**config.mk**
```make
export PLATFORM = sky130hd
export DESIGN_NAME = uart_rx_cmd
export DESIGN_NICKNAME = d
export VERILOG_FILES = /design/src/rtl/uart_rx_cmd.sv
export SDC_FILE = /design/constraint.sdc
export NUM_CORES = 1
export LEC_CHECK = 0
export BUFFER_PORTS_ARGS = -buffer_cell sky130_fd_sc_hd__buf_2
export CAP_MARGIN = 40
export CORE_MARGIN = 2
export CORE_UTILIZATION = 64
export DETAILED_ROUTE_END_ITERATION = 12
export PLACE_DENSITY = 0.95
export SKIP_LAST_GASP = 1
export SLEW_MARGIN = 10
export SYNTH_ARGS = -nofsm -noshare
export SYNTH_HDL_FRONTEND = slang
export SYNTH_SLANG_ARGS = --single-unit
```
**constraint.sdc**
```tcl
create_clock -name clk -period 13.3 [get_ports clk]
set_clock_uncertainty 0.05 [all_clocks]
set_input_delay 3.325 -clock clk [delete_from_list [all_inputs] [get_ports clk]]
set_output_delay 3.325 -clock clk [all_outputs]
set_load 0.05 [all_outputs]
```
**src/rtl/uart_rx_cmd.sv**
```systemverilog
`default_nettype none
// ============================================================================
// Module   : uart_rx_cmd
// Purpose  : 8N1 UART receiver feeding a register-write command parser
//            (0x55, addr, data[31:0] MSB first). Define UART_RX_CKSUM_EN to
//            append and check an XOR checksum byte.
// Revision : 1.0 - initial release
// ============================================================================
module uart_rx_cmd #(
    parameter int CLK_FREQ   = 50_000_000,
    parameter int BUAD_RATE  = 115200,
    parameter int TIMEOUT_MS = 10
) (
    input  logic        clk,
    input  logic        rst,
    input  logic        uart_rxd,
    output logic [7:0]  rx_data,
    output logic        rx_valid,
    output logic        frame_err,
    output logic [7:0]  cmd_addr,
    output logic [31:0] cmd_data,
    output logic        cmd_valid,
    output logic        cmd_err
);

    localparam logic [15:0] c_BAUD_DIV    = 16'(CLK_FREQ / BUAD_RATE);
    localparam logic [15:0] c_HALF_DIV    = c_BAUD_DIV >> 1;
    localparam logic [31:0] c_TIMEOUT_CYC = 32'(TIMEOUT_MS * (CLK_FREQ / 1000));

    typedef enum logic [1:0] {S_IDLE, S_START, S_DATA, S_STOP} byte_state_t;
    typedef enum logic [1:0] {P_HDR, P_ADDR, P_DATA, P_CKSUM} parse_state_t;

    logic         r_sync1, r_sync2, r_rxd_prev;
    byte_state_t  r_bstate, w_bstate_next;
    logic [15:0]  r_baud_cnt, w_baud_cnt_next;
    logic [2:0]   r_bit_idx, w_bit_idx_next;
    logic [7:0]   r_shift, w_shift_next;
    logic         r_brk, w_brk_next;
    logic         w_rx_done, w_frame_bad;

    logic [7:0]   r_rx_data;
    logic         r_rx_valid, r_frame_err;

    parse_state_t r_pstate, w_pstate_next;
    logic [1:0]   r_byte_idx, w_byte_idx_next;
    logic [7:0]   r_addr_sh, w_addr_sh_next;
    logic [31:0]  r_data_sh, w_data_sh_next;
    logic [7:0]   r_cksum, w_cksum_next;
    logic [31:0]  r_gap, w_gap_next;
    logic         w_cmd_fire, w_cmd_abort;

    logic [7:0]   r_cmd_addr;
    logic [31:0]  r_cmd_data;
    logic         r_cmd_valid, r_cmd_err;

    // ---------------- byte receiver ----------------
    always_comb begin
        w_bstate_next   = r_bstate;
        w_baud_cnt_next = r_baud_cnt + 16'd1;
        w_bit_idx_next  = r_bit_idx;
        w_shift_next    = r_shift;
        w_brk_next      = r_brk;
        w_rx_done       = 1'b0;
        w_frame_bad     = 1'b0;
        case (r_bstate)
            S_IDLE: begin
                w_baud_cnt_next = 16'd0;
                w_brk_next      = 1'b0;
                if (r_rxd_prev && !r_sync2)
                    w_bstate_next = S_START;
            end
            S_START: begin
                if (r_baud_cnt == c_HALF_DIV - 16'd1) begin
                    w_baud_cnt_next = 16'd0;
                    w_bit_idx_next  = 3'd0;
                    w_bstate_next   = r_sync2 ? S_IDLE : S_DATA;
                end
            end
            S_DATA: begin
                if (r_baud_cnt == c_BAUD_DIV - 16'd1) begin
                    w_baud_cnt_next = 16'd0;
                    w_shift_next    = {r_sync2, r_shift[7:1]};
                    w_bit_idx_next  = r_bit_idx + 3'd1;
                    if (r_bit_idx == 3'd7)
                        w_bstate_next = S_STOP;
                end
            end
            S_STOP: begin
                // After a bad stop bit, hold here until the line returns high
                if (r_brk) begin
                    w_baud_cnt_next = 16'd0;
                    if (r_sync2)
                        w_bstate_next = S_IDLE;
                end else if (r_baud_cnt == c_BAUD_DIV - 16'd1) begin
                    w_baud_cnt_next = 16'd0;
                    if (r_sync2) begin
                        w_rx_done     = 1'b1;
                        w_bstate_next = S_IDLE;
                    end else begin
                        w_frame_bad = 1'b1;
                        w_brk_next  = 1'b1;
                    end
                end
            end
            default: w_bstate_next = S_IDLE;
        endcase
    end

    always_ff @(posedge clk or posedge rst) begin
        if (rst) begin
            r_sync1     <= 1'b1;
            r_sync2     <= 1'b1;
            r_rxd_prev  <= 1'b1;
            r_bstate    <= S_IDLE;
            r_baud_cnt  <= 16'd0;
            r_bit_idx   <= 3'd0;
            r_shift     <= 8'd0;
            r_brk       <= 1'b0;
            r_rx_data   <= 8'd0;
            r_rx_valid  <= 1'b0;
            r_frame_err <= 1'b0;
        end else begin
            r_sync1     <= uart_rxd;
            r_sync2     <= r_sync1;
            r_rxd_prev  <= r_sync2;
            r_bstate    <= w_bstate_next;
            r_baud_cnt  <= w_baud_cnt_next;
            r_bit_idx   <= w_bit_idx_next;
            r_shift     <= w_shift_next;
            r_brk       <= w_brk_next;
            r_rx_valid  <= w_rx_done;
            r_frame_err <= w_frame_bad;
            if (w_rx_done)
                r_rx_data <= r_shift;
        end
    end

    // ---------------- command parser ----------------
    always_comb begin
        w_pstate_next   = r_pstate;
        w_byte_idx_next = r_byte_idx;
        w_addr_sh_next  = r_addr_sh;
        w_data_sh_next  = r_data_sh;
        w_cksum_next    = r_cksum;
        w_gap_next      = (r_pstate == P_HDR) ? 32'd0 : r_gap + 32'd1;
        w_cmd_fire      = 1'b0;
        w_cmd_abort     = 1'b0;
        if (r_rx_valid) begin
            w_gap_next = 32'd0;
            case (r_pstate)
                P_HDR: begin
                    if (r_rx_data == 8'h55) begin
                        w_pstate_next = P_ADDR;
                        w_cksum_next  = 8'd0;
                    end
                end
                P_ADDR: begin
                    w_addr_sh_next  = r_rx_data;
                    w_cksum_next    = r_cksum ^ r_rx_data;
                    w_byte_idx_next = 2'd0;
                    w_pstate_next   = P_DATA;
                end
                P_DATA: begin
                    w_data_sh_next  = {r_data_sh[23:0], r_rx_data};
                    w_cksum_next    = r_cksum ^ r_rx_data;
                    w_byte_idx_next = r_byte_idx + 2'd1;
                    if (r_byte_idx == 2'd3) begin
`ifdef UART_RX_CKSUM_EN
                        w_pstate_next = P_CKSUM;
`else
                        w_pstate_next = P_HDR;
                        w_cmd_fire    = 1'b1;
`endif
                    end
                end
`ifdef UART_RX_CKSUM_EN
                P_CKSUM: begin
                    w_pstate_next = P_HDR;
                    if (r_rx_data == r_cksum)
                        w_cmd_fire  = 1'b1;
                    else
                        w_cmd_abort = 1'b1;
                end
`endif
                default: w_pstate_next = P_HDR;
            endcase
        end else if (r_frame_err && (r_pstate != P_HDR)) begin
            w_pstate_next = P_HDR;
            w_cmd_abort   = 1'b1;
            w_gap_next    = 32'd0;
        end else if ((r_pstate != P_HDR) && (r_gap == c_TIMEOUT_CYC - 32'd1)) begin
            w_pstate_next = P_HDR;
            w_cmd_abort   = 1'b1;
            w_gap_next    = 32'd0;
        end
    end

    always_ff @(posedge clk or posedge rst) begin
        if (rst) begin
            r_pstate    <= P_HDR;
            r_byte_idx  <= 2'd0;
            r_addr_sh   <= 8'd0;
            r_data_sh   <= 32'd0;
            r_cksum     <= 8'd0;
            r_gap       <= 32'd0;
            r_cmd_addr  <= 8'd0;
            r_cmd_data  <= 32'd0;
            r_cmd_valid <= 1'b0;
            r_cmd_err   <= 1'b0;
        end else begin
            r_pstate    <= w_pstate_next;
            r_byte_idx  <= w_byte_idx_next;
            r_addr_sh   <= w_addr_sh_next;
            r_data_sh   <= w_data_sh_next;
            r_cksum     <= w_cksum_next;
            r_gap       <= w_gap_next;
            r_cmd_valid <= w_cmd_fire;
            r_cmd_err   <= w_cmd_abort;
            // Without a checksum the final data byte is still in flight here
            if (w_cmd_fire) begin
                r_cmd_addr <= r_addr_sh;
                r_cmd_data <= w_data_sh_next;
            end
        end
    end

    assign rx_data   = r_rx_data;
    assign rx_valid  = r_rx_valid;
    assign frame_err = r_frame_err;
    assign cmd_addr  = r_cmd_addr;
    assign cmd_data  = r_cmd_data;
    assign cmd_valid = r_cmd_valid;
    assign cmd_err   = r_cmd_err;

endmodule
`default_nettype wire
```
# Word-level counts from Yosys, hierarchy flattened
# Index checks and enable logic that the tools add are counted.
[word_totals]
regBits = 161
elab_cells = 104
[classes]
n_mux = 45
n_addsub = 4
n_eq_ne = 18
reduce_logical = 17
[op_table]
columns = ["operator", "n"]
rows = [
  ["$mux 32", 6],
  ["$pmux 16 s4", 1],
  ["$mux 16", 3],
  ["$add 32x1->32 const B", 1],
  ["$eq 32x19->1 const B", 1],
  ["$mux 2", 13],
  ["$add 16x1->16 const B", 1],
  ["$eq 16x8->1 const B", 1],
  ["$eq 16x9->1 const B", 1],
  ["$mux 1", 15],
  ["$eq 2x2->1 const B", 4],
  ["$eq 8x7->1 const B", 1],
  ["$ne 2x2->1 const B", 4],
  ["$pmux 2 s4", 1],
  ["$reduce_bool 2->1", 4],
  ["$mux 3", 2],
  ["$ne 3x3->1 const B", 2],
  ["$pmux 2 s3", 1],
  ["$pmux 3 s2", 1],
  ["$reduce_and 2->1", 3],
  ["$reduce_and 3->1", 2],
  ["$reduce_and 5->1", 1],
  ["$eq 2x1->1 const B", 2],
  ["$logic_not 2->1", 2],
  ["other kinds (9)", 11],
]

# Logic depth before layout (Yosys ltp)
[depth]
depth_word = 5
ltp_mapped = 9

# Least setup slack after synthesis
# No wires, ideal clock.
[synth_timing]
path_kind = "flip-flop to output port"
startpoint = "register r_rx_data[3], in the netlist rx_data[3]"
endpoint = "output rx_data[3]"
t_arrival_ns = 0.650
t_required_ns = 9.925
stages_incl_launch_ff = 1
path_buffers = 0
slack_ns = 9.275
path_cell_list = "dfrtp_1"
[synth_rtl]
columns = ["element", "line_no", "text"]
rows = [
  ["from (decl)", "41", "logic [7:0] r_rx_data;"],
  ["from (signal assigned)", "134", "r_rx_data <= r_shift;"],
  ["to (decl)", "17", "output logic [7:0] rx_data,"],
]
# No word-level cell between the ends.

# Worst setup path in the final report
[layout_timing]
startpoint = "register r_rx_valid, in the netlist rx_valid"
endpoint = "output rx_valid"
[layout_rtl]
columns = ["element", "line_no", "text"]
rows = [
  ["from (decl)", "42", "logic r_rx_valid, r_frame_err;"],
  ["from (signal assigned)", "131", "r_rx_valid <= w_rx_done;"],
  ["to (decl)", "18", "output logic rx_valid,"],
]
# No word-level cell between the ends.

==> summary.txt <==
Layout
  • Nets: about 600
  • Fillers: 500
  • Share of layout cells above drive strength 1: 31.2%
  • Most frequent cells in the layout: 150 x dfrtp_1, 79 x mux2_2, 54 x buf_2, 51 x nor2_1, 28 x nand2_1
  • Ant. Diodes: 0
  • Area added between synthesis and finish: 16.0%
  • Leading cell type in the layout, fill and taps excluded: dfrtp_1

Die
  • Full die area: 11300 um^2
  • # IOs: between 50 and 60
  • Initial Util: 65.3%
  • Site Rows: 37
  • Die height: around 110 um
  • Die X-Extent: 106 um
  • Core ar.: 10200 um^2

Worst setup path
  • CP peak stage delay: 0.58 ns
  • CP cell instances: buf_2
  • Reg2Reg Depth: 8
  • FF-to-FF Start: r_pstate[0]
  • CP max-delay cell: dfrtp_1
  • Critical Path RT: 9.93 ns
  • CP arrival: 1.51 ns
  • Buf/Inv on CP: 1
  • Critical path class: register to primary output
  • Critical R2R Capture: r_gap[14]
  • CP top delay family: flip-flops
  • Startpoint types: register
  • CP Capture Type: primary output
  • Worst-path maximum fanout: 10
  • R2r setup slk: roughly 11 ns

Outcome
  • Status: complete, no violations

Route
  • Drt initial violations: 549
  • First drt pass iteration count: 7
  • WL/cell: 23.0 um
  • Drt via density: 6.44
  • Antenna viol nets, final: 0
  • Overall routed net length: 17.1 mm
  • DR vias: 4799
  • DRC violations left: 0

Power
  • NetSw: 0.000259 W
  • Pwr dens: ~130 nW/um^2
  • Power, Total: 0.00105 W
  • Flop pwr share: approximately 46%
  • Int Pwr: between 0.0007 and 0.0008 W
  • Logic pwr share: 7.1%
  • Switching share of power: 24.7%
  • Clk pwr share: 47.1%
  • Pleak: a little under 4 nW
  • VDD IR max: 0.0000911 V

Global routing
  • Tot GR Track Use: between 30% and 40%
  • Largest net degree at the start of global routing: 77
  • Vias in the first global route: roughly 4800
  • First-pass GRT wire length: ~26 mm
  • Initial antenna violation count: 0
  • Grt total ovfl: 0

Logic synthesis
  • Syn_area_per_cell: 12.5 um^2
  • Syn nets: 553
  • Mapped Cells: 535
  • Async SR Flop Fraction: 100%
  • Top FF cell, synth: dfrtp_1
  • Synth warn: 0
  • Synth Cell Area: 6680 um^2
  • Register area share after synthesis: 57.4%
  • Post-synth EDFFs: 0
  • Synth unique cells: 47
  • Yosys reg bits: 153

Hold path
  • Worst hold start: r_sync1
  • Number of cells on the worst hold path: 0
  • Worst Hold End: r_sync2
  • Min-Delay Path Class: register to register

Clock network
  • Setup Fix Bufs, Post-CTS: 0
  • CTS tree: done
  • Sink Count: 153
  • Post-CTS Hold Buffers: 0
  • CTS buffer count: 17
  • Skew-Pair Late Insertion Delay: 0.54 ns
  • CTS clk-pin slew, worst paths: 0.06 ns
  • Number of gates resized after CTS: 0
  • Max clock buf depth: 2
  • Root Driver: clkbuf_8
  • H-tree depth: 4

STA
  • Tightest Pin Transition: around 0.9 ns
  • Unrepaired setup endpoints after global routing: no
  • Slew headroom: 39.3%
  • Final Hold Viols: 0
  • Fin crit share: 36.7%
  • Setup WS post-layout: around 8.4 ns
  • Final min period: ~4.9 ns
  • Fmax: 0.205 GHz
  • Final TNS setup: 0 ns
  • Setup violators final: 0
  • Slew Limit Fails: 0

Placement
  • Placer Congestion: ~0.86
  • DP Wirelength: 9.24 mm
  • Post-placement worst setup slack: 8.56 ns
  • IO Port Bufs: 54

Job
  • Total of max-cap violations: 0
-- layer usage --
| layer | global-route usage [%] | vias up | share of wire, % |
|---|---|---|---|
| li1 | - | 1999 | - |
| met1 | 37.6 | 2425 | 38 |
| met2 | 51.3 | 298 | 51 |
| met3 | 6.74 | 77 | 7.3 |
| met4 | 15.3 | 0 | 4.3 |
| met5 | 0 | - | 0 |
-- Yosys cell counts, drive strengths merged (7+ instances only) --
library cell    n  area [um^2]
mux2           87         1010
nand3          26          130
xor2           26          228
ha             15          188
dfrtp         150         3750
nor4           10         92.6
nor2           51          191
nand2          29          116
xnor2          14          123
clkbuf          7         26.3
inv            17         63.8
a21oi           7         35.0
buf            10         48.8
o21ai           9         45.0
nand4          19          119
and3           10         63.8
-- worst reg2reg max path: cells and delay by family, from the launching register on --
family / cells / cell delay, ns
flip-flops: 1 / 0.44
buffers and inverters: 2 / 0.34
adder cells (fa/ha/maj): 1 / 0.33
AND/OR/NAND/NOR: 5 / 1.36
-- worst max-delay path by stage --
stage	start	endpoint	slack, ns	cells past startpoint
after floorplan	rst	asynchronous set/reset pin	5.81	1
after global placement	rst	cmd_data[28]	8.38	3
after detailed placement	rst	cmd_data[29]	8.56	4
after CTS	rx_valid	rx_valid	8.43	1
after global routing	rx_valid	rx_valid	8.38	1
final	rx_valid	rx_valid	8.42	1
-- state kept, by name, indices dropped and copies added (netlist names), 2 cells and up, named ones only --
register / flops
r_byte_idx: 2
cmd_addr: 8
r_bit_idx: 3
r_shift: 8
r_baud_cnt: 16
cmd_data: 32
r_pstate: 2
rx_data: 8
r_data_sh: 24
r_addr_sh: 8
r_gap: 32
-- metrics by stage --
| stage | instances | hold slack [ns] | utilization (%) | cell area [um^2] |
|---|---|---|---|---|
| 2_1_floorplan | 535 | 0.295 | - | 6680 |
| 3_3_place_gp | 709 | 0.299 | 69.0 | 7060 |
| 3_5_place_dp | 712 | 0.297 | 69.7 | 7130 |
| 4_1_cts | 744 | 0.307 | 75.6 | 7730 |
| 5_1_grt | 745 | 0.310 | 75.7 | 7750 |
| 6_report | 745 | 0.305 | 75.7 | 7750 |
-- power by group through the flow --
stage	Combinational, W	Clock (W)	Sequential [W]
2_1_floorplan	0.0000636	0	0.000485
3_3_place_gp	0.0000658	0	0.000486
3_5_place_dp	0.0000723	0	0.000487
4_1_cts	0.0000734	0.000493	0.000479
5_1_grt	0.0000835	0.000516	0.000480
6_report	0.0000738	0.000493	0.000479
-- area by class of cell --
class	count	area, um^2	area share (%)
Multi-Input combinational cell	348	2720	35.0
Inverter	17	68.8	0.888
Sequential cell	153	3830	49.5
Tap cell	136	170	2.20
Clock buffer	19	432	5.57
Clock inverter	13	170	2.20
Timing Repair Buffer	59	360	4.65
-- cells by family (layout without fill, tap and decap cells) --
family / Yosys count / after routing / share of synthesized area, %
AND/OR/NAND/NOR: 176 / 176 / 14.1
adder cells (fa/ha/maj): 15 / 15 / 2.81
AO/OA/AOI/OAI: 26 / 26 / 2.72
flip-flops: 153 / 153 / 57.4
buffers and inverters: 34 / 108 / 2.08
XOR/XNOR: 40 / 40 / 5.24
multiplexers: 91 / 91 / 15.7
Note: power is estimated with default switching activity, not from simulation.
